`config.mk`:
```
export PLATFORM = sky130hd
export DESIGN_NAME = m10k_stream_reader
export DESIGN_NICKNAME = d
export VERILOG_FILES = /design/src/rtl/m10k_stream_reader.sv
export SDC_FILE = /design/constraint.sdc
export NUM_CORES = 1
export LEC_CHECK = 0
export CAP_MARGIN = 30
export CORE_MARGIN = 4
export CORE_UTILIZATION = 54
export CTS_BUF_LIST = sky130_fd_sc_hd__clkbuf_2
export DETAILED_ROUTE_END_ITERATION = 7
export PLACE_DENSITY = 0.85
export SYNTH_ARGS = -nofsm -noshare
export SYNTH_HDL_FRONTEND = slang
export SYNTH_SLANG_ARGS = --single-unit
```
`constraint.sdc`:
```
create_clock -name i_clk -period 2.28 [get_ports i_clk]
set_input_delay 0.456 -clock i_clk [delete_from_list [all_inputs] [get_ports i_clk]]
set_output_delay 0.456 -clock i_clk [all_outputs]
set_load 0.01 [all_outputs]
```
`src/rtl/m10k_stream_reader.sv`:
```
// Read-side controller for an M10K block RAM. Issues sequential, wrapping read
// addresses, tracks the two-cycle registered read latency with a valid pipe, and
// delivers returned words through a skid FIFO as a valid/ready stream.
module m10k_stream_reader #(
  parameter int unsigned ITE_NUM    = 100,
  parameter int unsigned DATA_WIDTH = 10,
  parameter int unsigned ADDR_WIDTH = 10,
  parameter int unsigned FIFO_DEPTH = 8
) (
  input  logic                         i_clk,
  input  logic                         i_rst_n,
  input  logic                         i_start,
  input  logic [ADDR_WIDTH-1:0]        i_base_addr,
  input  logic [ADDR_WIDTH:0]          i_len,
  output logic                         o_busy,
  output logic                         o_done,
  output logic                         o_err,
  output logic [ADDR_WIDTH-1:0]        o_rd_addr,
  input  logic signed [DATA_WIDTH-1:0] i_rd_q,
  output logic signed [DATA_WIDTH-1:0] o_m_data,
  output logic                         o_m_valid,
  input  logic                         i_m_ready
);

  localparam int unsigned PtrW = $clog2(FIFO_DEPTH);
  localparam int unsigned CntW = PtrW + 1;
  localparam logic [CntW:0] DepthL = (CntW+1)'(FIFO_DEPTH);
  localparam logic [ADDR_WIDTH:0] IteL = (ADDR_WIDTH+1)'(ITE_NUM);
  localparam logic [ADDR_WIDTH-1:0] LastAddr = ADDR_WIDTH'(ITE_NUM - 1);

  typedef enum logic [1:0] {StIdle, StIssue, StDrain} state_e;

  state_e                  r_state;
  logic [ADDR_WIDTH-1:0]   r_rd_addr;
  logic [ADDR_WIDTH:0]     r_remaining;
  logic [2:0]              r_v;          // r_v[0]=v0 .. r_v[2]=v2
  logic                    r_busy;
  logic                    r_done;
  logic                    r_err;

  logic signed [DATA_WIDTH-1:0] r_mem [FIFO_DEPTH];
  logic [PtrW-1:0]         r_wptr;
  logic [PtrW-1:0]         r_rptr;
  logic [CntW-1:0]         r_count;

  logic                    w_push;
  logic                    w_pop;
  logic                    w_bad_base;
  logic                    w_start_ok;
  logic                    w_can_issue;
  logic                    w_issue;
  logic [CntW:0]           w_occ;
  logic [ADDR_WIDTH-1:0]   w_addr_next;

  assign w_push      = r_v[2];
  assign w_pop       = o_m_valid && i_m_ready;
  assign w_bad_base  = {1'b0, i_base_addr} >= IteL;
  assign w_start_ok  = (r_state == StIdle) && i_start && !w_bad_base && (i_len != '0);
  // Pre-pop occupancy including every read still in flight: conservative, so the
  // FIFO can never be overrun by words already requested from the RAM.
  assign w_occ       = {1'b0, r_count} + {{CntW{1'b0}}, r_v[0]}
                     + {{CntW{1'b0}}, r_v[1]} + {{CntW{1'b0}}, r_v[2]};
  assign w_can_issue = (r_state == StIssue) && (r_remaining != '0) && (w_occ < DepthL);
  assign w_issue     = w_start_ok || w_can_issue;
  assign w_addr_next = (r_rd_addr == LastAddr) ? '0 : r_rd_addr + ADDR_WIDTH'(1);

  // Control FSM: issue sequencing, latency pipe and registered status outputs.
  always_ff @(posedge i_clk or negedge i_rst_n) begin
    if (!i_rst_n) begin
      r_state     <= StIdle;
      r_rd_addr   <= '0;
      r_remaining <= '0;
      r_v         <= '0;
      r_busy      <= 1'b0;
      r_done      <= 1'b0;
      r_err       <= 1'b0;
    end else begin
      r_done <= 1'b0;
      r_err  <= 1'b0;
      r_v    <= {r_v[1:0], w_issue};
      case (r_state)
        StIdle: begin
          if (i_start) begin
            if (w_bad_base) begin
              r_err <= 1'b1;
            end else if (i_len == '0) begin
              r_done <= 1'b1;
            end else begin
              r_rd_addr   <= i_base_addr;
              r_remaining <= i_len - (ADDR_WIDTH+1)'(1);
              r_busy      <= 1'b1;
              r_state     <= (i_len == (ADDR_WIDTH+1)'(1)) ? StDrain : StIssue;
            end
          end
        end
        StIssue: begin
          if (w_can_issue) begin
            r_rd_addr   <= w_addr_next;
            r_remaining <= r_remaining - (ADDR_WIDTH+1)'(1);
            if (r_remaining == (ADDR_WIDTH+1)'(1)) begin
              r_state <= StDrain;
            end
          end
        end
        StDrain: begin
          // Last word leaves the FIFO with nothing behind it in the RAM pipe.
          if (w_pop && (r_count == CntW'(1)) && (r_v == '0)) begin
            r_state <= StIdle;
            r_busy  <= 1'b0;
            r_done  <= 1'b1;
          end
        end
        default: r_state <= StIdle;
      endcase
    end
  end

  // Skid FIFO: captures each RAM word the cycle after it is tagged by v2.
  always_ff @(posedge i_clk or negedge i_rst_n) begin
    if (!i_rst_n) begin
      for (int unsigned i = 0; i < FIFO_DEPTH; i++) begin
        r_mem[i] <= '0;
      end
      r_wptr  <= '0;
      r_rptr  <= '0;
      r_count <= '0;
    end else begin
      if (w_push) begin
        r_mem[r_wptr] <= i_rd_q;
        r_wptr        <= r_wptr + PtrW'(1);
      end
      if (w_pop) begin
        r_rptr <= r_rptr + PtrW'(1);
      end
      case ({w_push, w_pop})
        2'b10:   r_count <= r_count + CntW'(1);
        2'b01:   r_count <= r_count - CntW'(1);
        default: r_count <= r_count;
      endcase
    end
  end

  assign o_busy    = r_busy;
  assign o_done    = r_done;
  assign o_err     = r_err;
  assign o_rd_addr = r_rd_addr;
  assign o_m_valid = (r_count != '0);
  assign o_m_data  = r_mem[r_rptr];

endmodule

```
Yosys cells after proc, flatten, opt, wreduce, memory -nomap -nowiden
Cells that the tools add are included.
- output and inout bits: 24
- input port bits: 35
- bits in registers: 119
- equal/unequal tests: 14
- multiplexer cells: 39
- order comparisons: 5
- bitwise gates (word level): 2
- reduce and logical (&&, ||, !) cells: 23
- add/sub/neg operators: 10
- operators with widths (operator ; count):
    bitwise mux 80 bit ; 1
    2-to-1 mux 10 bit ; 8
    2-to-1 mux 11 bit ; 4
    binary-select mux 10 bit (select 3 bit) ; 1
    demux 10 bit (select 3 bit) ; 1
    equality test 11 x 1 -> 1 bit (second input constant) ; 2
    case mux 11 bit (2 select lines) ; 1
    nonzero test 11 bit ; 2
    subtractor 11 x 1 -> 11 bit (second input constant) ; 2
    case mux 10 bit (2 select lines) ; 1
    2-to-1 mux 2 bit ; 7
    zero test 11 bit ; 1
    2-to-1 mux 1 bit ; 11
    adder 10 x 1 -> 10 bit (second input constant) ; 1
    adder 5 x 1 -> 5 bit ; 2
    equality test 10 x 7 -> 1 bit (second input constant) ; 1
    greater-or-equal comparator 10 x 7 -> 1 bit (second input constant) ; 1
    != test 2 bit (second input constant) ; 5
    AND reduction 5 bit ; 2
    logical AND 1 bit ; 9
    greater-or-equal comparator 4 bit (second input constant) ; 2
    NOT 3 -> 4 bit ; 2
    case mux 4 bit (2 select lines) ; 1
    adder 3 x 1 -> 3 bit (second input constant) ; 2
    other kinds (18) ; 23

Depth between registers and ports, before layout
Gate-level depths: netlist of run 1.
- word-level depth: 7
- mapped depth: 9
- mapped depth without buffers: 9

Least setup slack after synthesis of run 1
No wires, ideal clock.
- path kind: register to register
- start point: register r_count[0]
- end point: register r_rd_addr[0], in the netlist o_rd_addr[0]
- arrival: 2076 ps
- path buffers: 1
- library setup time: 125 ps
- period minus slack after synthesis: 2201 ps
- setup slack: 79 ps
- cell stages (with the launch flop): 8
- cells stage by stage: dfrtp_1 fa_1 ha_1 nand4_1 and3_1 a32oi_1 buf_2 mux2_2
- cells in the longest elaborated chain, start to end: 7
- ends and longest elaborated chain (what ; RTL line ; text):
    from (decl) ; 44 ; logic [CntW-1:0] r_count;
    from (signal assigned) ; 136 ; 2'b10: r_count <= r_count + CntW'(1);
    from (signal assigned) ; 137 ; 2'b01: r_count <= r_count - CntW'(1);
    from (signal assigned) ; 138 ; default: r_count <= r_count;
    adder 4 x 1 -> 5 bit ; 61 ; assign w_occ = {1'b0, r_count} + {{CntW{1'b0}}, r_v[0]}
    adder 5 x 1 -> 5 bit (2 in a row) ; 62 ; + {{CntW{1'b0}}, r_v[1]} + {{CntW{1'b0}}, r_v[2]};
    less-than comparator 5 x 4 -> 1 bit ; 63 ; assign w_can_issue = (r_state == StIssue) && (r_remaining != '0) && (w_occ < DepthL);
    logical AND 1 bit ; 63 ;
    != test 2 bit (no line) ; n/a ;
    AND reduction 5 bit (no line) ; n/a ;
    to (signal assigned) ; 89 ; r_rd_addr <= i_base_addr;
    to (signal assigned) ; 98 ; r_rd_addr <= w_addr_next;
    to (decl) ; 34 ; logic [ADDR_WIDTH-1:0] r_rd_addr;
Every way passes these cells.
A chain may end at the register's enable or synchronous reset.

Worst setup path in the final report of run 1
- start point: register r_rptr[0]
- end point: output o_m_data[1]
- cells in the longest elaborated chain, start to end: 4
- ends and longest elaborated chain (what ; RTL line ; text):
    from (decl) ; 43 ; logic [PtrW-1:0] r_rptr;
    from (signal assigned) ; 133 ; r_rptr <= r_rptr + PtrW'(1);
    NOT 3 -> 4 bit (implied by the code) ; 148 ; assign o_m_data = r_mem[r_rptr];
    binary-select mux 10 bit (select 3 bit) ; 148 ;
    2-to-1 mux 10 bit (implied by the code) (2 in a row) ; 148 ;
    to (decl) ; 20 ; output logic signed [DATA_WIDTH-1:0] o_m_data,
Every way passes these cells. The select of a mux whose other input is x is not followed.

==> impl_metrics.ini, run 1 <==
[sta]
actual_transition_at_the_worst_max_transition_pin_ns = 0.618
post-route-period-util = 1.21
final_hold_viol_count = 0
fin_tns_setup_ns = -4.56
clock-skew-final_ns = 0.0283
report.final.setup_viol = 20
rsz_0062_raised_after_global_routing = true
setup_ws_ns = -0.468
achievable-frequency_mhz = 364
finalMaxSlewViolations = 0
timing.final.crit_period_ns = 2.75
maxSlewHeadroom = 0.582

[critical_path]
worst_path_required_ns = 1.82
critPathMaxFanout = 6
cp_data_arrival_time_ns = 2.29
cp.buffers_inverters = 3
worst_setup_path_start_kind = register
critical_path_end_type = output pin
worst_path_largest_cell_delay_ns = 0.50
critPathTopFamily = multiplexers
worstSetupPathType = reg2out
critical_path.cell_chain = buf_8 > buf_12 > mux4_2 > mux2_4 > buf_6
worst_path_max_delay_cell = mux4_2

[floorplanning]
chipWidth_um = 114
top_level_ports = 59
die_height_um = 114
die_area_sq_um = 13000
floorplan.initialDensity = 0.556
num_rows = 38
floorplan.core_area_sq_um = 10900

[run_status]
failed_checks = negative setup slack
outcome = finished with violations

[clocking]
cts_made_buffers = 17
clk-insertion-delay-late_ns = 0.70
path_clk_slew_ns = 0.19
clock-root-buffer = clkbuf_2
clk_buf_depth = 2
cts_sinks = 119
clock_tree_from_tritoncts = yes
cts_htree_levels = 4

[placed_design]
routabilityCongestion = 0.889
numPortBuffers = 58
half_perimeter_wire_length_after_detailed_placement_um = 9580
placement.setup.worst_slack_ns = -0.157

[power_and_ir_drop]
power.leakage_uw = 0.00337
ir_drop_mv = 1.06
share_clk_of_total_power = 0.117
seqPwrFrac = 0.334
power_switching_uw = 4490
p_int_uw = 7630
power-per-cell-area_nw_per_um2 = 1540
combinational_group_share_of_total_power = 0.548
power.share.switching = 0.370

[global_route]
grt.met3_usage = 0.0695
globalRouteMet1Util = 0.282
global_route.usage.total = 0.237
grt_most_used_layer = met2
grt-ovfl-total = 0
groute.layer.met2.usage = 0.413
antenna_found_initial = 0
pin_count_of_the_biggest_net_entering_global_routing = 48
wire_length_of_the_first_global_routing_pass_um = 23900
first_global_vias = 4813

[final_layout]
final_common_cell = dfrtp_1
most-common-layout-cells = dfrtp_1, mux2_2, buf_4
fill_cell_count = 678
multiInputGateArea_sq_um = 3100
num-nets-final = 660
share_of_cells_above_drive_strength_1 = 0.432
syn_to_final_growth_pct = 29.9
register_area_sq_um = 2990
antennaDiodeCount = 0

[logic_synthesis]
synthesis.area_sq_um = 6060
seq_area_frac_synth = 0.492
avgSynthCellArea_sq_um = 12.4
yosys.area.top_type_share = 0.492
netlist_instances = 489
synth-async-reset-ratio = 1.00
nets_in_the_synthesized_netlist = 539
post-synth-top-area-cell = dfrtp_1
synth_edf_count = 0
post_synth_main_area_contributors = dfrtp_1, mux2_2, mux4_2
yosysWarnings = 0
synth_top_flop_cell = dfrtp_1
yosysUniqueCellTypes = 49
yosys_register_bits = 119

[routing]
detail-route-antenna-nets = 0
route.detailed.vias_per_inst = 6.02
drt_pre_antenna_iters = 5
routed_wire_length_per_instance_um = 20.2
vias = 4597
wl_um = 15400
drc = 0
drt_iter0_drc = 343

[worst_hold_path]
min_path_type = in2async

[job]
timing.max_cap.violations = 0
==> cells by family (layout without fill, tap and decap cells) <==
logic type	after synthesis	in the layout	share of synthesized area
AO/OA/AOI/OAI	72	72	0.0746
buffers and inverters	40	174	0.0262
XOR/XNOR	18	18	0.0260
adder cells (fa/ha/maj)	15	15	0.0322
multiplexers	114	114	0.249
flip-flops	119	119	0.492
AND/OR/NAND/NOR	111	111	0.100
==> layer usage <==
metal / vias up / routed length (um) / part of all wire
li1: 2050 / - / -
met4: 0 / 334 / 0.022
met1: 2314 / 5950 / 0.39
met2: 197 / 8010 / 0.52
met5: - / 0 / 0
met3: 36 / 1080 / 0.070
==> sequential cells by signal, indices dropped and copies added (netlist names) <==
| name | flops |
|---|---|
| o_busy | 1 |
| o_done | 1 |
| o_err | 1 |
| o_rd_addr | 10 |
| r_count | 4 |
| r_mem | 80 |
| r_remaining | 11 |
| r_rptr | 3 |
| r_state | 2 |
| r_v | 3 |
| r_wptr | 3 |
==> metrics by stage <==
stage	utilization	cell area (sq um)	power (uW)	cells	hold WS, ns
floorplan	-	6060	7200	489	0.160
global placement	0.651	7090	8780	706	0.417
detailed placement	0.651	7090	9140	706	0.426
CTS	0.704	7660	11500	754	0.206
global route	0.722	7870	12800	763	0.161
finish	0.722	7870	12100	763	0.227
==> worst paths after layout <==
path	from	to	depth (start not counted)	slack [ns]
worst max-delay path	r_rptr[0]	o_m_data[1]	5	-0.47
min in group i_clk	i_start	o_err	3	0.39
worst min-delay path	i_rst_n	r_mem[7]	2	0.23
worst max register to register	r_count[0]	o_rd_addr[7]	10	-0.05
max in group asynchronous	i_rst_n	o_rd_addr[7]	3	1.31
worst min register to register	r_v[1]	r_v[2]	0	0.49
==> cell type report <==
| class | count | share of cell area |
|---|---|---|
| multi-input cells | 330 | 0.394 |
| clock buffers | 19 | 0.0121 |
| repair buffers | 126 | 0.164 |
| well taps | 140 | 0.0223 |
| clock inverters | 13 | 0.0197 |
| flip-flops and latches | 119 | 0.380 |
| inverters | 16 | 0.00763 |
==> cell usage after synthesis (2+ instances only) <==
master     number
a21oi_1        18
a22oi_1         4
a2bb2oi_1       3
a31oi_1         3
a32oi_1         5
and2_1          2
and3_1          6
buf_1           2
buf_2           7
clkbuf_1       15
dfrtp_1       119
ha_1           14
inv_1          16
mux2_2         93
mux4_2         20
nand2_1        21
nand2b_1        4
nand3_1         7
nand4_1         7
nand4b_1        6
nor2_1         28
nor2b_1         2
nor3_1          9
nor3_2          2
nor3b_1         2
nor4_1          4
o21ai_0        26
o22a_1          3
o22ai_1         2
or3_1           3
or4_1           2
xnor2_1         9
xor2_1          9
==> worst register-to-register path, stage by stage (launching register included) <==
cell	delay (ns)
dfrtp_1	0.45
buf_6	0.13
fa_2	0.35
ha_4	0.27
nand4_1	0.10
and3_4	0.21
a32oi_4	0.21
buf_6	0.18
buf_8	0.13
a21oi_2	0.04
o22ai_1	0.16
==> power by group through the flow <==
stage               logic (uW)  clock network [uW]  registers, uW
detailed placement        5130                   0           4010
global route              7060                1560           4180
CTS                       6050                1440           3990
floorplan                 3470                   0           3730
global placement          4860                   0           3920
finish                    6650                1420           4050
==> timing repair <==
item | in CTS | in global routing
setup endpoints to repair | 14 | 39
pin swaps | 5 | 13
setup buffers | 12 | 8
cloned | 3 | 4
hold buffers | 1 | 0
resized for setup | 90 | 56
hold endpoints to repair | 34 | 0
Power figures use the tool's default switching activity.
==> run 2, diff against run 1 <==
--- a/config.mk
+++ b/config.mk
@@ -5,6 +5,7 @@
 export SDC_FILE = /design/constraint.sdc
 export NUM_CORES = 1
 export LEC_CHECK = 0
+export ABC_CLOCK_PERIOD_IN_PS = 2280
 export CAP_MARGIN = 30
 export CORE_MARGIN = 4
 export CORE_UTILIZATION = 54
==> results of run 2 <==
The final DEF is identical to that of run 1; final timing and power are the same.
==> run 3, diff against run 2 <==
--- a/config.mk
+++ b/config.mk
@@ -7,6 +7,7 @@
 export LEC_CHECK = 0
 export ABC_CLOCK_PERIOD_IN_PS = 2280
 export CAP_MARGIN = 30
+export CORE_ASPECT_RATIO = 1.4
 export CORE_MARGIN = 4
 export CORE_UTILIZATION = 54
 export CTS_BUF_LIST = sky130_fd_sc_hd__clkbuf_2
==> run 3 against run 2 <==
  * The run still ends with negative setup slack left
  * Fmax decreased by 1.3%
  * Global-route usage decreased by 0.84 points
  * Non-clock buffer count decreased by 3
  * Count of clock-buffer cells in the layout unchanged
  * Worst hold slack improved by 0.0029 ns
  * Sequential power about the same
  * Via count decreased by 0.33%
  * Setup slack got worse by 0.036 ns
  * Critical path depth increased by 1
  * Final cell count decreased by 0.39%
  * Combinational power decreased by 3.8%
  * Critical endpoint is now o_m_data[8]
  * Largest power group unchanged
  * Highest routed layer unchanged
==> impl_metrics.ini, run 3 (same netlist as run 1, synthesis figures left out) <==
[critical_path]
cp.buffers_inverters = 4
critPathTopFamily = multiplexers
regToRegStartpoint = r_count[0]
worstSetupPathType = reg2out
worst_path_largest_cell_delay_ns = 0.46
critical_path.cell_chain = buf_6 > buf_16 > buf_6 > mux4_2 > mux2_4 > buf_6
worst_setup_path_start_kind = register
cp_data_arrival_time_ns = 2.33
r2r_slack_ns = -0.06
worst-r2r-cell-count = 9
critical_path_end_type = output pin
worst_path_max_delay_cell = mux4_2
worst_path_required_ns = 1.82
capturing_point_of_the_worst_reg2reg_path = r_remaining[8]
critPathMaxFanout = 3
crit_path_frequent_cell = buf_6

[run_status]
outcome = finished with violations
failed_checks = negative setup slack

[final_layout]
registers.top_by_ff_count = r_mem
final_common_cell = dfrtp_1
share_of_cells_above_drive_strength_1 = 0.409
final-instance-count-excl-fill = 760
syn_to_final_growth_pct = 29.1
most-common-layout-cells = dfrtp_1, mux2_2, clkdlybuf4s50_1
num-nets-final = 657
utilization = 0.716
largest_register_ffs = 80
fill_cell_count = 718
antennaDiodeCount = 0

[sta]
clock-skew-final_ns = 0.0289
rsz_0062_raised_after_global_routing = true
actual_transition_at_the_worst_max_transition_pin_ns = 0.562
post-route-period-util = 1.22
finalMaxSlewViolations = 0
achievable-frequency_mhz = 359
timing.final.crit_period_ns = 2.78
setup_ws_ns = -0.504
report.final.setup_viol = 17
final_hold_viol_count = 0
maxSlewHeadroom = 0.620

[global_route]
grt-ovfl-total = 0
first_global_vias = 4730
antenna_found_initial = 0
wire_length_of_the_first_global_routing_pass_um = 23400
pin_count_of_the_biggest_net_entering_global_routing = 55
global_route.usage.total = 0.229

[floorplanning]
num_rows = 45
die_area_sq_um = 13000
floorplan.initialDensity = 0.554
die_height_um = 133
top_level_ports = 59
floorplan.core_area_sq_um = 10900
chipWidth_um = 97.5

[routing]
drt_pre_antenna_iters = 4
vias = 4582
detail-route-antenna-nets = 0
drc = 0
drt_iter0_drc = 208
wl_um = 15000
route.detailed.vias_per_inst = 6.03
routed_wire_length_per_instance_um = 19.8

[placed_design]
half_perimeter_wire_length_after_detailed_placement_um = 9240
routabilityCongestion = 0.849
numPortBuffers = 58
placed_cells = 704

[clocking]
path_clk_slew_ns = 0.17
clk_buf_depth = 2
cts_made_buffers = 17
clk-insertion-delay-late_ns = 0.67
cts_sinks = 119
clock_tree_from_tritoncts = yes
cts_htree_levels = 4
clock-root-buffer = clkbuf_2

[power_and_ir_drop]
power.leakage_uw = 0.00331
ir_drop_mv = 0.877
power-per-cell-area_nw_per_um2 = 1520

[worst_hold_path]
min_path_type = in2async

[job]
timing.max_cap.violations = 0
## run 3: worst max path at each step
stage	start	end	slack [ns]	depth (start not counted)
4_1_cts	r_rptr[0]	o_m_data[8]	-0.57	6
3_3_place_gp	i_len[5]	r_remaining[8]	-0.10	6
5_1_grt	r_rptr[0]	o_m_data[8]	-0.62	6
6_report	r_rptr[0]	o_m_data[8]	-0.50	6
3_5_place_dp	i_len[5]	r_remaining[8]	-0.23	6
2_1_floorplan	r_count[0]	o_rd_addr[0]	0.08	7
## run 3: per-stage QoR
step	TNS, ns	instance area [sq um]	total power (uW)	setup slack (ns)	hold slack (ns)
6_report	-4.73	7820	11900	-0.504	0.230
5_1_grt	-7.22	7820	12600	-0.619	0.196
4_1_cts	-5.07	7580	11100	-0.573	0.184
3_3_place_gp	-0.892	7080	8790	-0.104	0.395
3_5_place_dp	-2.28	7080	9080	-0.234	0.407
2_1_floorplan	0	6060	7200	0.0792	0.160
## run 3: worst register-to-register path, delay by kind of cell, from the launching register on
family	cells	cell delay, ns
AO/OA/AOI/OAI	3	0.61
adder cells (fa/ha/maj)	2	0.63
buffers and inverters	2	0.33
flip-flops	1	0.43
AND/OR/NAND/NOR	2	0.26
## run 3: power by group
| group | internal (uW) | switching (uW) | leakage, uW |
|---|---|---|---|
| registers | 3160 | 893 | 0.00141 |
| logic | 3720 | 2680 | 0.00175 |
| clock network | 706 | 761 | 0.000158 |
## run 3: what timing repair did
item                                    CTS  global route
pin swaps                                 0            17
hold endpoints to repair                 26             0
endpoints found under the setup margin   11            31
resized for setup                        67            57
hold buffers                              1             0
buffers inserted                         11            10
gates cloned                              3             4
## run 3: area by class of cell
class	count	area [sq um]	share of cell area
flip-flops and latches	119	2980	0.382
clock buffers	19	95.1	0.0122
clock inverters	12	159	0.0203
repair buffers	123	1260	0.162
inverters	16	60.1	0.00768
well taps	141	176	0.0226
multi-input cells	330	3080	0.394
## run 3: metal layers
metal / wire, um / global-route usage / vias up
li1: - / - / 2057
met1: 5710 / 0.258 / 2327
met2: 8150 / 0.414 / 155
met3: 688 / 0.0602 / 43
met4: 498 / 0.0831 / 0
met5: 0 / 0 / -
==> variant: new RTL, settings of run 1 <==
The parameter `ADDR_WIDTH` goes from 10 to 11.
--- a/src/rtl/m10k_stream_reader.sv
+++ b/src/rtl/m10k_stream_reader.sv
@@ -4,7 +4,7 @@
 module m10k_stream_reader #(
   parameter int unsigned ITE_NUM    = 100,
   parameter int unsigned DATA_WIDTH = 10,
-  parameter int unsigned ADDR_WIDTH = 10,
+  parameter int unsigned ADDR_WIDTH = 11,
   parameter int unsigned FIFO_DEPTH = 8
 ) (
   input  logic                         i_clk,
Ports: changed (resized i_base_addr, i_len and o_rd_addr); port bits go from 59 to 62. No check against the original RTL was run, so the function may have changed too.
==> variant against run 1 <==
- register-to-register slack better by 0.03 ns
- via count increased by 0.83%
- sequential cell count up 2
- total power down 7.7%
- combinational power fell by 12%
- largest power group unchanged
- core utilization fell by 1.8 points
- first-iteration DRC count is 23% higher
- the run still ends with setup timing left
- maximum frequency rose by 1.0%
- clock power fell by 11%
- count of clock-buffer cells in the layout up 2
- final area down 1.2%
- setup slack better by 0.028 ns
- critical path type unchanged
- area after synthesis is 2.6% higher
- wire length down 8.5%
==> variant: results (changes against run 1) <==
metric	value	unit	change
R2R cell count	9		was 10
DR iter-0 viols	421		was 343
detailed-route via count	4635		was 4597
FILL cells	740		was 678
Sequential Power Share	36.6	%	was 33.4%
worst setup margin	-0.440	ns	was -0.468 ns
Seq. pwr	4.09	mW	was 4.05 mW
WP data arrival	2.26	ns	was 2.29 ns
met3 GRT Util	5.21	%	was 6.95%
status	finished, violations left		unchanged
dpl ws	-0.224	ns	was -0.157 ns
met1 Use GR	28.9	%	was 28.2%
area occupied by multi-input gates	0.00311	mm2	was 0.00310 mm2
number of port buffers	61		was 58
r2r setup slk	-0.02	ns	was -0.05 ns
FF-to-FF End	r_remaining[9]		was o_rd_addr[7]
mux cell area share after synthesis	24.3	%	was 24.9%
largest net degree at the start of global routing	58		was 48
Final #Nets	671		was 660
sw power	3.95	mW	was 4.49 mW
DR WL met3	721	um	was 1080 um
wire length on met2	7160	um	was 8010 um
Adder-Cell Fraction of Synth Area	3.14	%	was 3.22%
met1 WL	5990	um	was 5950 um
RePlAce Congestion	0.860		was 0.889
layout cells sized above 1	37.8	%	was 43.2%
failing checks	setup timing		unchanged
top cells by count, synth	dfrtp_1, mux2_2, o21ai_0		was dfrtp_1, mux2_2, nor2_1
Power Clock	1.27	mW	was 1.42 mW
DP Area	0.00724	mm2	was 0.00709 mm2
final setup fails	11		was 20
slew of the pin with the lowest slew margin	0.447	ns	was 0.618 ns
## variant: cell types whose count changed after synthesis, sizes merged, moves of 4 or more
cell   change
and3       -5
nor2       +6
nand3      +6
o21ai     +10
a32oi      -5
o41ai      +4
## variant: worst reg2reg max path: stages (launching register included)
cell and delay [ns]:
dfrtp_1 0.41, buf_4 0.14, fa_2 0.36, ha_4 0.28, nand4_1 0.09, nand3_2 0.14
a2bb2oi_4 0.30, buf_6 0.18, nor2_1 0.06, o2bb2a_1 0.29
## variant: per-stage QoR
step,hold slack [ns],std cells
2_1_floorplan,0.160,506
3_3_place_gp,0.362,724
3_5_place_dp,0.370,724
4_1_cts,0.164,768
5_1_grt,0.152,772
6_report,0.193,772
## variant: timing repair
action / 4_1_cts / 5_1_grt
buffers inserted: 8 / 2
pin swaps: 0 / 3
hold buffers: 1 / 0
resized for setup: 78 / 18
cloned: 3 / 4
endpoints found under the setup margin: 13 / 23
hold endpoints to repair: 69 / 0
## variant: cells by family (layout without fill, tap and decap cells)
logic type      count (synthesis)  count (layout)
mux                           114             114
xor+xnor                       16              16
simple gates                  121             121
fa+ha+maj                      15              15
buf+inv                        38             164
compound gates                 81              81
flops                         121             121
## variant: how the worst min path moves through the flow
stage               cells after the start  startpoint        end  slack (ns)
floorplan                               0     i_rst_n     o_busy        0.16
global placement                        1     i_rst_n  r_mem[32]        0.36
detailed placement                      1     i_rst_n  r_mem[32]        0.37
CTS                                     2     i_rst_n  r_mem[32]        0.16
global route                            2     i_rst_n  r_mem[72]        0.15
finish                                  2     i_rst_n  r_mem[72]        0.19
## variant: cell type report
class                   instances  share of cell area (%)
repair buffers                118                    15.2
clock inverters                11                    1.35
well taps                     140                    2.25
inverters                      14                   0.676
flip-flops and latches        121                    39.1
clock buffers                  21                    1.35
multi-input cells             347                    40.0
